[config.mk]
export PLATFORM = sky130hd
export DESIGN_NAME = tt_sweep
export DESIGN_NICKNAME = d
export VERILOG_FILES = /design/src/rtl/tt_pkg.sv /design/src/rtl/tt_lut_sel.sv /design/src/rtl/tt_sweep.sv
export SDC_FILE = /design/constraint.sdc
export NUM_CORES = 1
export LEC_CHECK = 0
export CORE_MARGIN = 1
export CORE_UTILIZATION = 50
export DETAILED_ROUTE_END_ITERATION = 8
export HOLD_SLACK_MARGIN = 0.05
export PLACE_DENSITY_LB_ADDON = 0.15
export SETUP_SLACK_MARGIN = 0.1
export SKIP_LAST_GASP = 1
export SYNTH_ARGS = -nofsm -noshare
export SYNTH_HDL_FRONTEND = slang
export SYNTH_SLANG_ARGS = --single-unit
[constraint.sdc]
create_clock -name clk -period 2.1 [get_ports clk]
set_input_delay 0.21 -clock clk [delete_from_list [all_inputs] [get_ports clk]]
set_output_delay 0.21 -clock clk [all_outputs]
set_load 0.05 [all_outputs]
[src/rtl/tt_pkg.sv]
// Shared definitions for the tt_sweep truth-table sweeper: state encoding,
// row-count helper and the supported parameter ranges.
package tt_pkg;

  typedef enum logic [1:0] {
    IDLE = 2'd0,
    RUN  = 2'd1,
    DONE = 2'd2
  } tt_state_e;

  localparam int N_MIN = 1;
  localparam int N_MAX = 8;
  localparam int M_MIN = 1;
  localparam int M_MAX = 16;

  function automatic int ROWS(input int n);
    return 1 << n;
  endfunction

endpackage

[src/rtl/tt_lut_sel.sv]
// Purely combinational single-bit lookup: picks bit `sel` out of a 2^N-bit
// minterm mask.
module tt_lut_sel #(
  parameter int N = 3
) (
  input  logic [(1<<N)-1:0] mask,
  input  logic [N-1:0]      sel,
  output logic              value
);

  assign value = mask[sel];

endmodule

[src/rtl/tt_sweep.sv]
// Truth-table sweeper: latches M N-input function masks on start and streams
// every row over valid/ready. Optional row checking under TT_SWEEP_CHECK_EN.
module tt_sweep
  import tt_pkg::*;
#(
  parameter int N = 3,
  parameter int M = 5
) (
  input  logic                 clk,
  input  logic                 rst_n,
  input  logic                 start,
  input  logic                 abort,
  input  logic [M*ROWS(N)-1:0] func_mask,
`ifdef TT_SWEEP_CHECK_EN
  input  logic [M*ROWS(N)-1:0] exp_mask,
  output logic [N:0]           err_count,
`endif
  output logic                 busy,
  output logic                 row_valid,
  input  logic                 row_ready,
  output logic [N-1:0]         row_in,
  output logic [M-1:0]         row_out,
  output logic                 done
);

  localparam int R = ROWS(N);

  tt_state_e          state_q, state_d;
  logic [N-1:0]       idx_q;
  logic [M*R-1:0]     mask_q;
  logic [M-1:0]       row_bits;
  logic               run, xfer, last, accept;

  assign run    = (state_q == RUN);
  assign xfer   = run && row_ready;
  assign last   = (idx_q == '1);
  assign accept = (state_q == IDLE) && start;

  always_comb begin
    state_d = state_q;
    case (state_q)
      IDLE:    if (start) state_d = RUN;
      RUN: begin
        // abort wins over the final-row transition, so no done pulse
        if (abort)             state_d = IDLE;
        else if (xfer && last) state_d = DONE;
      end
      DONE:    state_d = IDLE;
      default: state_d = IDLE;
    endcase
  end

  always_ff @(posedge clk or negedge rst_n) begin
    if (!rst_n) begin
      state_q <= IDLE;
      idx_q   <= '0;
      mask_q  <= '0;
    end else begin
      state_q <= state_d;
      if (accept) begin
        mask_q <= func_mask;
        idx_q  <= '0;
      end else if (xfer && !last) begin
        idx_q  <= idx_q + 1'b1;
      end
    end
  end

  for (genvar k = 0; k < M; k++) begin : g_fn
    tt_lut_sel #(.N(N)) u_sel (
      .mask  (mask_q[k*R +: R]),
      .sel   (idx_q),
      .value (row_bits[k])
    );
  end

  assign busy      = (state_q == RUN) || (state_q == DONE);
  assign row_valid = run;
  assign row_in    = run ? idx_q : '0;
  assign row_out   = run ? row_bits : '0;
  assign done      = (state_q == DONE);

`ifdef TT_SWEEP_CHECK_EN
  logic [M*R-1:0] exp_q;
  logic [M-1:0]   exp_bits;

  for (genvar k = 0; k < M; k++) begin : g_exp
    tt_lut_sel #(.N(N)) u_sel (
      .mask  (exp_q[k*R +: R]),
      .sel   (idx_q),
      .value (exp_bits[k])
    );
  end

  // a row transferred in the abort cycle still counts
  always_ff @(posedge clk or negedge rst_n) begin
    if (!rst_n) begin
      exp_q     <= '0;
      err_count <= '0;
    end else if (accept) begin
      exp_q     <= exp_mask;
      err_count <= '0;
    end else if (xfer && (row_bits != exp_bits)) begin
      err_count <= err_count + 1'b1;
    end
  end
`endif

endmodule

## Yosys cells after proc, flatten, opt, wreduce, memory -nomap -nowiden

Cells that the tools add are included.

- Bits in registers: 45

- Add/subtract/negate cells: 1
- Order comparisons: 1
- Equality and inequality tests: 5
- Mux-type cells: 18
- Reduce and logical (&&, ||, !) cells: 9

Operators with widths:

| kind | count |
|---|---|
| binary-select mux 1 bit (select 3 bit) | 5 |
| 2-to-1 mux 3 bit | 3 |
| 2-to-1 mux 2 bit | 3 |
| 2-to-1 mux 1 bit | 5 |
| 2-to-1 mux 5 bit | 1 |
| logical AND 1 bit | 4 |
| less-than comparator 3 x 4 -> 1 bit, second input constant | 1 |
| case mux 2 bit (2 select lines) | 1 |
| adder 3 x 1 -> 3 bit, second input constant | 1 |
| == test 3 bit, second input constant | 1 |
| != test 3 x 2 -> 1 bit, second input constant | 1 |
| == test 2 x 1 -> 1 bit, second input constant | 1 |
| == test 2 bit, second input constant | 1 |
| logical NOT 2 bit | 1 |
| != test 2 bit, second input constant | 1 |
| AND reduction 2 bit | 1 |
| nonzero test 2 bit | 1 |
| logical NOT 1 bit | 1 |
| logical OR 1 bit | 1 |

## Longest topological paths before layout

Gate-level depths: netlist (run 1).

- Depth after elaboration: 6
- Depth in mapped cells: 5
- Depth with buffers taken out: 5

## By module

A second synthesis (run 1) with hierarchy kept.

- Cell total of the unflattened synthesis: 135
- Area, all modules: 2,327.2 um^2

Modules (own cells, without submodules):

| module | times used | cells an instance | area an instance (um^2) | sequential area each (um^2) |
|---|---|---|---|---|
| tt_sweep | 1 | 120 | 2,008.2 | 1,126.1 |
| tt_lut_sel | 5 | 3 | 63.8 | 0.0 |

## Worst setup path after synthesis (run 1)

OpenSTA, ideal clock, no wires.

- Kind: register to output
- Start point: register state_q[1]
- End point: output port row_out[0]
- Arrival: 2.499 ns
- Required time: 1.890 ns
- Setup slack: -0.609 ns
- Stages on the path, launching flop included: 5
- Path buffers: 0
- Cell sequence: dfrtp_1 > inv_1 > ha_1 > o21ai_0 > a311oi_1

- Cells in the longest elaborated chain, start to end: 2

RTL lines:

| item | RTL line | text |
|---|---|---|
| start, declared | tt_sweep.sv:28 | `tt_state_e state_q, state_d;` |
| start signal, assigned | tt_sweep.sv:59 | `state_q <= state_d;` |
| == test 2 x 1 -> 1 bit | tt_sweep.sv:34 | `assign run = (state_q == RUN);` |
| named net row_valid | tt_sweep.sv:19 | `output logic row_valid,` |
| 2-to-1 mux 5 bit | tt_sweep.sv:80 | `assign row_out = run ? row_bits : '0;` |
| end, declared | tt_sweep.sv:22 | `output logic [M-1:0] row_out,` |

The timed path passes the listed nets, and every way through them passes these cells.

## Final worst setup path (run 1)

- Start point: register idx_q[1]
- End point: output port row_out[1]

- Cells in the longest elaborated chain, start to end: 3

RTL lines:

| item | RTL line | text |
|---|---|---|
| start, declared | tt_sweep.sv:29 | `logic [N-1:0] idx_q;` |
| start signal, assigned | tt_sweep.sv:64 | `idx_q <= idx_q + 1'b1;` |
| binary-select mux 1 bit (select 3 bit) | tt_lut_sel.sv:11 | `assign value = mask[sel];` |
| 2-to-1 mux 1 bit (implied by the code) | tt_lut_sel.sv:11 |  |
| 2-to-1 mux 5 bit | tt_sweep.sv:80 |  |

No other way between the ends. The select of a mux whose other input is x is not followed.

==> summary.md, run 1 <==
| Metric | Value |
|---|---|
| Status | `completed` |
| Worst Setup SP | `idx_q[1]` |
| CTS max path bufs | `2` |
| Nets | `268` |
| Starting Density | `0.534` |
| Core Area | `around 4100 um^2` |
| Syn Std Cell Area | `~2200 um^2` |
| Syn_nets | `201` |
| Worst slew pin tran | `0.506 ns` |
| Num ports | `56` |
| Post-synthesis sequential area ratio | `0.516` |
| Clock Skew | `~0.0068 ns` |
| Worst path required time | `around 1.9 ns` |
| Total Neg Setup Slack | `0 ns` |
| Setup violators final | `0` |
| Cell count after synthesis | `150` |
| Final min period | `2.01 ns` |
| Final Max Tran Viols | `0` |
| RSZ-0062 raised after global routing | `yes` |
| Final period util | `0.957` |
| Synth cell types | `24` |
| Relative slew slack | `0.662` |
| DP Wirelength | `3.20 mm` |
| Die Area | `4630 um^2` |
| Yosys reg bits | `45` |
| Crit. End Element | `primary output` |
| Share of cells above drive strength 1 | `0.422` |
| Number of antenna diodes | `0` |
| Total CTS buffers | `5` |
| DRC viols | `0` |
| Drt pass-1 iters | `4` |
| Top FF cell, synth | `dfrtp_1` |
| Hold Path Class | `input pin to asynchronous set/reset pin` |
| Max Cap Viol | `0` |
| Number of port buffers | `55` |
| Total gr overflow | `0` |
| Initial antenna violation count | `0` |
| Number of global-route vias before repair | `1547` |
| Critical path type | `flop to primary output` |
| Uppermost routed layer | `met4` |
| Rows | `23` |
| GRT Total Usage | `0.228` |
| Util after Layout | `0.769` |
| Post-route cell area | `3140 um^2` |
| Met3 WL | `217 um` |
| Met2 WL post-DR | `2.59 mm` |
| Clk Latency, worst-skew pair | `0.30 ns` |
| CP arrival | `1.80 ns` |
| Hold Violations, Final | `0` |
| First-pass GRT wire length | `7.46 mm` |
| Clock-pin slew of the registers on the worst-case setup and hold paths | `0.09 ns` |
| Dpl ws | `~0.31 ns` |
| Vias/cell | `5.44` |
| Pleak | `~1.3 nW` |
| DIE WIDTH | `68.1 um` |
| CTS tree | `yes` |
| Syn Area/Cell | `around 15 um^2` |
| Antenna violation net count after detailed routing | `0` |
| DP Area | `2910 um^2` |
| FILL cells | `248` |
| H-tree depth | `2` |
| Area growth from synthesis to layout | `43.9%` |
| Synth async-reset ratio | `1.00` |
| EDFF count, synth | `0` |
| Metal-1 WL | `1.87 mm` |
| Via count | `1459` |
| Largest net degree at the start of global routing | `25` |
| Peak VDD IR | `0.000782 V` |
| Pwr dens | `1490 nW/um^2` |
| Final WS setup | `0.0903 ns` |
| GPL Wtd Cong | `0.691` |
| Setup crit start kind | `flop` |
| Fmax | `roughly 500 MHz` |
| Crit-path max FO | `6` |
| Die height | `approximately 70 um` |
| Drt wl/cell | `roughly 18 um` |
| Clock sink count | `45` |
| Yosys warns | `0` |
| Worst r2r src | `idx_q[1]` |
| DRT iter0 DRCs | `31` |
| Root Driver | `clkbuf_8` |
| Flop-to-flop setup slack | `0.15 ns` |
| WL final | `4.75 mm` |
[worst paths after layout]
| kind | cells past startpoint | end |
|---|---|---|
| max | 5 | row_out[1] |
| max in group asynchronous | 3 | mask_q[4] |
| min reg2reg | 1 | mask_q[5] |
| min | 2 | mask_q[25] |
| max reg2reg | 8 | idx_q[0] |
| min in group clk | 1 | mask_q[5] |
[registers in the layout, summed over array words and instances (netlist names)]
name     count
idx_q        3
mask_q      40
state_q      2
[metrics by stage]
stage,instances,hold slack [ns],total power [mW]
after detailed placement,256,0.209,3.83
final,268,0.400,4.68
after floorplan,150,-0.0856,3.15
after CTS,268,0.427,4.67
after global placement,256,0.190,3.72
after global routing,268,0.460,4.93
[cell type report]
cell class / count / area (um^2) / share of cell area
repair buffers: 68 / 739 / 0.235
multi-input cells: 95 / 1090 / 0.347
inverters: 2 / 7.51 / 0.00239
clock buffers: 7 / 86.3 / 0.0275
clock inverters: 1 / 30.0 / 0.00956
well taps: 50 / 62.6 / 0.0199
flip-flops and latches: 45 / 1130 / 0.359
[what timing repair did]
item                                   in CTS  in global routing
hold buffers                                1                  0
setup endpoints to repair                   6                  9
endpoints found under the hold margin      21                  0
cloned                                      1                  0
resized for setup                          15                  8
pin swaps                                   2                  1
setup buffers                               2                  0
[layout by cell type, fill, tap and decap left out, types with 2 or more instances in the layout]
cell type,netlist,routed
mux4_2,2,3
ha_2,0,2
a21oi_1,4,4
nand2_1,2,2
inv_1,2,2
o21ai_1,0,5
mux2i_1,7,7
dfrtp_1,45,45
ha_1,6,3
buf_4,1,10
buf_6,2,4
buf_12,0,6
mux2_2,46,46
clkbuf_8,1,6
clkdlybuf4s50_1,0,43
nor2_2,0,3
and2_1,2,2
a311oi_4,0,5
nor2b_1,2,2
mux4_1,3,2
[cell usage after synthesis, drive strengths merged, types with 2 or more instances]
cell type,number,area (um^2)
nand2,2,7.51
dfrtp,45,1130
ha,6,75.1
mux4,5,124
a21oi,4,20.0
inv,2,7.51
nor2,5,18.8
and2,3,20.0
o21ai,6,30.0
nor2b,2,12.5
a311oi,5,56.3
buf,7,50.1
mux2i,7,70.1
mux2,46,518
[metal layers]
layer	global-route usage	vias to the layer above
met5	0	-
met4	0.0807	0
met3	0.0417	6
met2	0.415	41
met1	0.264	732
li1	-	680
[power by group]
group / total (mW) / switching (mW) / internal [mW] / leakage [nW]
Clock: 0.672 / 0.284 / 0.388 / 0.0585
Combinational: 2.47 / 1.19 / 1.28 / 0.714
Sequential: 1.54 / 0.250 / 1.29 / 0.534
Total: 4.68 / 1.73 / 2.96 / 1.31
[worst max-delay path: stages (launching register included)]
cell and delay (ns):
dfrtp_1 0.40, buf_12 0.14, mux4_1 0.56, nor2_2 0.15, a311oi_4 0.05, buf_4 0.20
[kinds of logic (layout without fill, tap and decap cells)]
| family | Yosys count | in the layout | share of synthesized area |
|---|---|---|---|
| mux | 58 | 58 | 0.326 |
| simple gates | 14 | 14 | 0.0344 |
| fa+ha+maj | 6 | 6 | 0.0344 |
| compound gates | 16 | 16 | 0.0522 |
| buf+inv | 10 | 78 | 0.0327 |
| flops | 45 | 45 | 0.516 |
| xor+xnor | 1 | 1 | 0.00401 |
(Power assumes the default switching activity.)
==> inputs of run 2 (changes only) <==
- MAX_ROUTING_LAYER: unset -> met4
==> run 2 against run 1 <==
Compared with the run above:
- total power is essentially flat
- worst setup slack gained 0.0017 ns
- critical path type unchanged
- maximum frequency is essentially flat
- global-route usage grew 0.82 points
- via count grew 0.14%
- sequential cell count is the same
- final cell count is the same
==> summary.md, run 2 (same netlist as run 1, synthesis figures left out) <==
| Metric | Value |
|---|---|
| Worst r2r src | `idx_q[1]` |
| P_int | `2.96 mW` |
| Root Driver | `clkbuf_8` |
| Met3 usage | `0.0567` |
| Critical path type | `flop to primary output` |
| Worst path required time | `1.89 ns` |
| Net Sw Frac | `0.368` |
| Pwr dens | `1490 nW/um^2` |
| Final Max Tran Viols | `0` |
| Gr busiest metal | `met2` |
| Commonest non-fill, non-tap cell in the layout | `mux2_2` |
| Largest Register | `mask_q` |
| RSZ-0062 raised after global routing | `yes` |
| WL final | `4.76 mm` |
| Area growth from synthesis to layout | `43.9%` |
| M2 GR Usage | `0.415` |
| Clk Latency, worst-skew pair | `0.29 ns` |
| Number of port buffers | `between 50 and 60` |
| Crit-path leading delay family | `multiplexers` |
| Largest register FFs | `40` |
| Post-Layout Cell Count | `268` |
| Placed cells | `256` |
| GRT Total Usage | `0.236` |
| Worst slew pin tran | `0.506 ns` |
| DRT iter0 DRCs | `32` |
| Antenna violation net count after detailed routing | `0` |
| Max Cap Viol | `0` |
| Setup violators final | `0` |
| CP arrival | `1.80 ns` |
| Multi-input gate area | `1090 um^2` |
| Number of global-route vias before repair | `approximately 1.6k` |
| Via count | `roughly 1.5k` |
| Die Area | `4630 um^2` |
| Crit. End Element | `primary output` |
| Clock sink count | `45` |
| Crit-path max FO | `6` |
| Critical path depth in cells | `5` |
| CTS max path bufs | `2` |
| Drt pass-1 iters | `4` |
| Hold Violations, Final | `0` |
| Gate power share | `0.528` |
| Nets | `268` |
| Cell count of the worst reg-to-reg path | `8` |
| FILL cells | `248` |
| Total Neg Setup Slack | `0 ns` |
| Largest net degree at the start of global routing | `25` |
| Status | `completed` |
| Final period util | `0.956` |
| Setup crit start kind | `flop` |
| Initial antenna violation count | `0` |
| DRC viols | `0` |
| Seq pwr share | `0.329` |
| Drt wl/cell | `17.8 um` |
| Relative slew slack | `0.662` |
| Worst path max stage delay | `0.56 ns` |
| Starting Density | `0.534` |
| Psw | `about 1.7 mW` |
| Core Area | `roughly 4100 um^2` |
| Biggest regs | `mask_q x40, idx_q x3, state_q x2` |
| Commonest non-fill, non-tap cells in the layout | `mux2_2 (46), dfrtp_1 (45), clkdlybuf4s50_1 (43)` |
| Dpl ws | `0.308 ns` |
| Final min period | `2.01 ns` |
| First-pass GRT wire length | `7.47 mm` |
| H-tree depth | `2` |
| Pwr Total | `4.68 mW` |
| Total gr overflow | `0` |
| CTS tree | `yes` |
| Share of cells above drive strength 1 | `0.422` |
| CP Buf/Inv Count | `2` |
| Final WS setup | `0.0920 ns` |
| Clock Skew | `slightly above 0.007 ns` |
| Worst path cell trace | `buf_12 > mux4_1 > nor2_2 > a311oi_4 > buf_4` |
| Die height | `a little under 70 um` |
| Proportion of power drawn by the clock network | `0.143` |
| Register Area | `~1100 um^2` |
| CP max stage cell | `mux4_1` |
| Total CTS buffers | `5` |
| Clock-pin slew of the registers on the worst-case setup and hold paths | `0.08 ns` |
| Num ports | `56` |
| Fmax | `between 400 and 500 MHz` |
| DIE WIDTH | `68.1 um` |
| Hold Path Class | `input pin to asynchronous set/reset pin` |
| GPL Wtd Cong | `0.699` |
| Met1 global-route usage | `0.265` |
| Peak VDD IR | `0.000779 V` |
| Vias/cell | `5.45` |
| Number of antenna diodes | `0` |
| Hold Slack | `0.408 ns` |
| DP Wirelength | `3.20 mm` |
| Pleak | `1.31 nW` |
| Worst Setup SP | `idx_q[1]` |
| Rows | `23` |
run 2: cell counts in the layout (fill, tap and decap cells not counted):
Identical to the previous run, type by type.
run 2: power by group through the flow:
stage                     Combinational (mW)  Clock [mW]  Sequential, mW
after detailed placement                2.30           0            1.53
after global routing                    2.62       0.724            1.59
final                                   2.47       0.669            1.54
after CTS                               2.45       0.683            1.54
after global placement                  2.23           0            1.49
after floorplan                         1.70           0            1.45
run 2: area by class of cell:
| class | count | area share |
|---|---|---|
| Multi-Input combinational cell | 95 | 0.347 |
| Timing Repair Buffer | 68 | 0.235 |
| Inverter | 2 | 0.00239 |
| Clock buffer | 7 | 0.0275 |
| Sequential cell | 45 | 0.359 |
| Tap cell | 50 | 0.0199 |
| Clock inverter | 1 | 0.00956 |
run 2: layer usage:
metal / part of all wire / vias up
li1: - / 679
met4: 0.013 / 0
met5: 0 / -
met2: 0.55 / 41
met1: 0.39 / 735
met3: 0.040 / 6
run 2: per-stage QoR:
stage / util / cell area, um^2
2_1_floorplan: - / 2260
3_3_place_gp: 0.712 / 2910
3_5_place_dp: 0.712 / 2910
4_1_cts: 0.763 / 3120
5_1_grt: 0.769 / 3140
6_report: 0.769 / 3140
run 2: repair_timing:
action                     CTS  global route
pin swaps                    2             1
gates cloned                 1             0
setup endpoints to repair    6             9
hold endpoints to repair    21             0
resized for setup           15             8
buffers inserted             2             0
hold buffers                 1             0
run 2: final timing paths:
check	end	slack (ns)
max	row_out[1]	0.09
min	state_q[1]	0.41
max reg2reg	idx_q[0]	0.15
min reg2reg	mask_q[10]	0.51
max in group asynchronous	mask_q[4]	0.98
min in group clk	mask_q[10]	0.51
==> inputs of run 3 (changes only) <==
- CTS_BUF_LIST: unset -> sky130_fd_sc_hd__clkbuf_4 sky130_fd_sc_hd__clkbuf_8
==> run 3 against run 2 <==
Compared with the run above:
- global-route usage fell by 0.18 points
- routed wire length fell by 1.5%
- largest cell class unchanged
- clock power rose by 1%
- highest routed layer unchanged
==> summary.md, run 3 (same netlist as run 1, synthesis figures left out) <==
| Metric | Value |
|---|---|
| Clock sink count | `45` |
| Post-route cell area | `about 3100 um^2` |
| Num ports | `56` |
| Largest Register | `mask_q` |
| FILL cells | `approximately 250` |
| Reg-to-Reg End | `idx_q[0]` |
| Biggest regs | `mask_q x40, idx_q x3, state_q x2` |
| GRT Total Usage | `0.234` |
| Final WS setup | `0.0938 ns` |
| Vias/cell | `5.41` |
| Worst slew pin tran | `between 0.5 and 0.6 ns` |
| DRT iter0 DRCs | `26` |
| Setup violators final | `0` |
| Util after Layout | `0.769` |
| Crit. End Element | `primary output` |
| Worst Setup SP | `idx_q[1]` |
| Post-Layout Cell Count | `268` |
| Antenna violation net count after detailed routing | `0` |
| DRC viols | `0` |
| Pleak | `1.31 nW` |
| Worst path required time | `between 1.5 and 2 ns` |
| Peak VDD IR | `0.000778 V` |
| Commonest non-fill, non-tap cell in the layout | `mux2_2` |
| Cell count of the worst reg-to-reg path | `8` |
| Clock-pin slew of the registers on the worst-case setup and hold paths | `0.08 ns` |
| Commonest non-fill, non-tap cells in the layout | `mux2_2 (46), dfrtp_1 (45), clkdlybuf4s50_1 (43)` |
| Flop-to-flop setup slack | `0.15 ns` |
| Register Area | `1130 um^2` |
| Starting Density | `0.534` |
| Number of port buffers | `55` |
| Number of global-route vias before repair | `1563` |
| Pwr dens | `1490 nW/um^2` |
| Total gr overflow | `0` |
| Final min period | `approximately 2.0 ns` |
| Multi-input gate area | `roughly 1100 um^2` |
| CP arrival | `approximately 1.8 ns` |
| Final Max Tran Viols | `0` |
| Rows | `23` |
| Final period util | `0.955` |
| Total CTS buffers | `5` |
| Drt wl/cell | `17.5 um` |
| DIE WIDTH | `68.1 um` |
| Crit-path max FO | `6` |
| Hold Slack | `0.412 ns` |
| Hold Violations, Final | `0` |
| Drt pass-1 iters | `4` |
| First-pass GRT wire length | `7.43 mm` |
| DP Area | `2910 um^2` |
| RSZ-0062 raised after global routing | `yes` |
| Nets | `268` |
| Initial antenna violation count | `0` |
| CTS max path bufs | `2` |
| Max Cap Viol | `0` |
| DP Wirelength | `3.20 mm` |
| Worst r2r src | `idx_q[1]` |
| Largest register FFs | `40` |
| Number of antenna diodes | `0` |
| H-tree depth | `2` |
| Core Area | `between 4000 and 5000 um^2` |
| Dpl ws | `approximately 0.31 ns` |
| Root Driver | `clkbuf_8` |
| Largest net degree at the start of global routing | `25` |
| Status | `completed` |
| Share of cells above drive strength 1 | `0.427` |
| Area growth from synthesis to layout | `44.1%` |
| CTS tree | `yes` |
| GPL Wtd Cong | `0.699` |
| Die Area | `between 4000 and 5000 um^2` |
| Die height | `68.1 um` |
| Relative slew slack | `0.659` |
| Clk Latency, worst-skew pair | `0.29 ns` |
| Worst Setup EP | `row_out[1]` |
| Hold Path Class | `input pin to asynchronous set/reset pin` |
| Fmax | `498 MHz` |
| Clock Skew | `around 0.0066 ns` |
| Via count | `1449` |
| Setup crit start kind | `flop` |
| Placed cells | `256` |
| Total Neg Setup Slack | `0 ns` |
| Critical path type | `flop to primary output` |
| Pwr Total | `4.68 mW` |
| WL final | `4.69 mm` |
[run 3: routing by layer]
layer  GRT usage  wire, um  vias to the layer above
li1            -         -                      684
met3      0.0567       208                        6
met4      0.0651        61                        0
met1       0.268      1840                      713
met2       0.407      2580                       46
met5           -         0                        -
[run 3: power by group]
group	switching (mW)	leakage (nW)	total, mW	internal (mW)
Sequential	0.247	0.534	1.54	1.29
Clock	0.279	0.0619	0.679	0.401
Combinational	1.19	0.714	2.47	1.28
[run 3: area by class of cell]
| class | instances | share of cell area |
|---|---|---|
| clock buffer | 7 | 0.0287 |
| clock inverter | 1 | 0.00955 |
| inverter | 2 | 0.00239 |
| multi-input combinational | 95 | 0.346 |
| sequential | 45 | 0.358 |
| tap | 50 | 0.0199 |
| timing repair buffer | 68 | 0.235 |
[run 3: worst min-delay path by stage]
stage                 end  slack [ns]  cells after the start
2_1_floorplan    idx_q[0]       -0.09                      0
3_3_place_gp   state_q[0]        0.19                      1
3_5_place_dp   state_q[1]        0.21                      1
4_1_cts        state_q[1]        0.43                      2
5_1_grt        state_q[1]        0.46                      2
6_report       state_q[1]        0.41                      2
[run 3: timing repair]
item	CTS	global route
cloned	1	0
pin swaps	2	1
resized for setup	15	8
setup buffers	2	0
hold buffers	1	0
endpoints found under the setup margin	6	9
endpoints found under the hold margin	21	0
[run 3: worst max-delay path, cell delays in order, from the launching register on]
cell,delay [ns]
dfrtp_1,0.41
buf_12,0.14
mux4_1,0.56
nor2_2,0.15
a311oi_4,0.05
buf_4,0.20
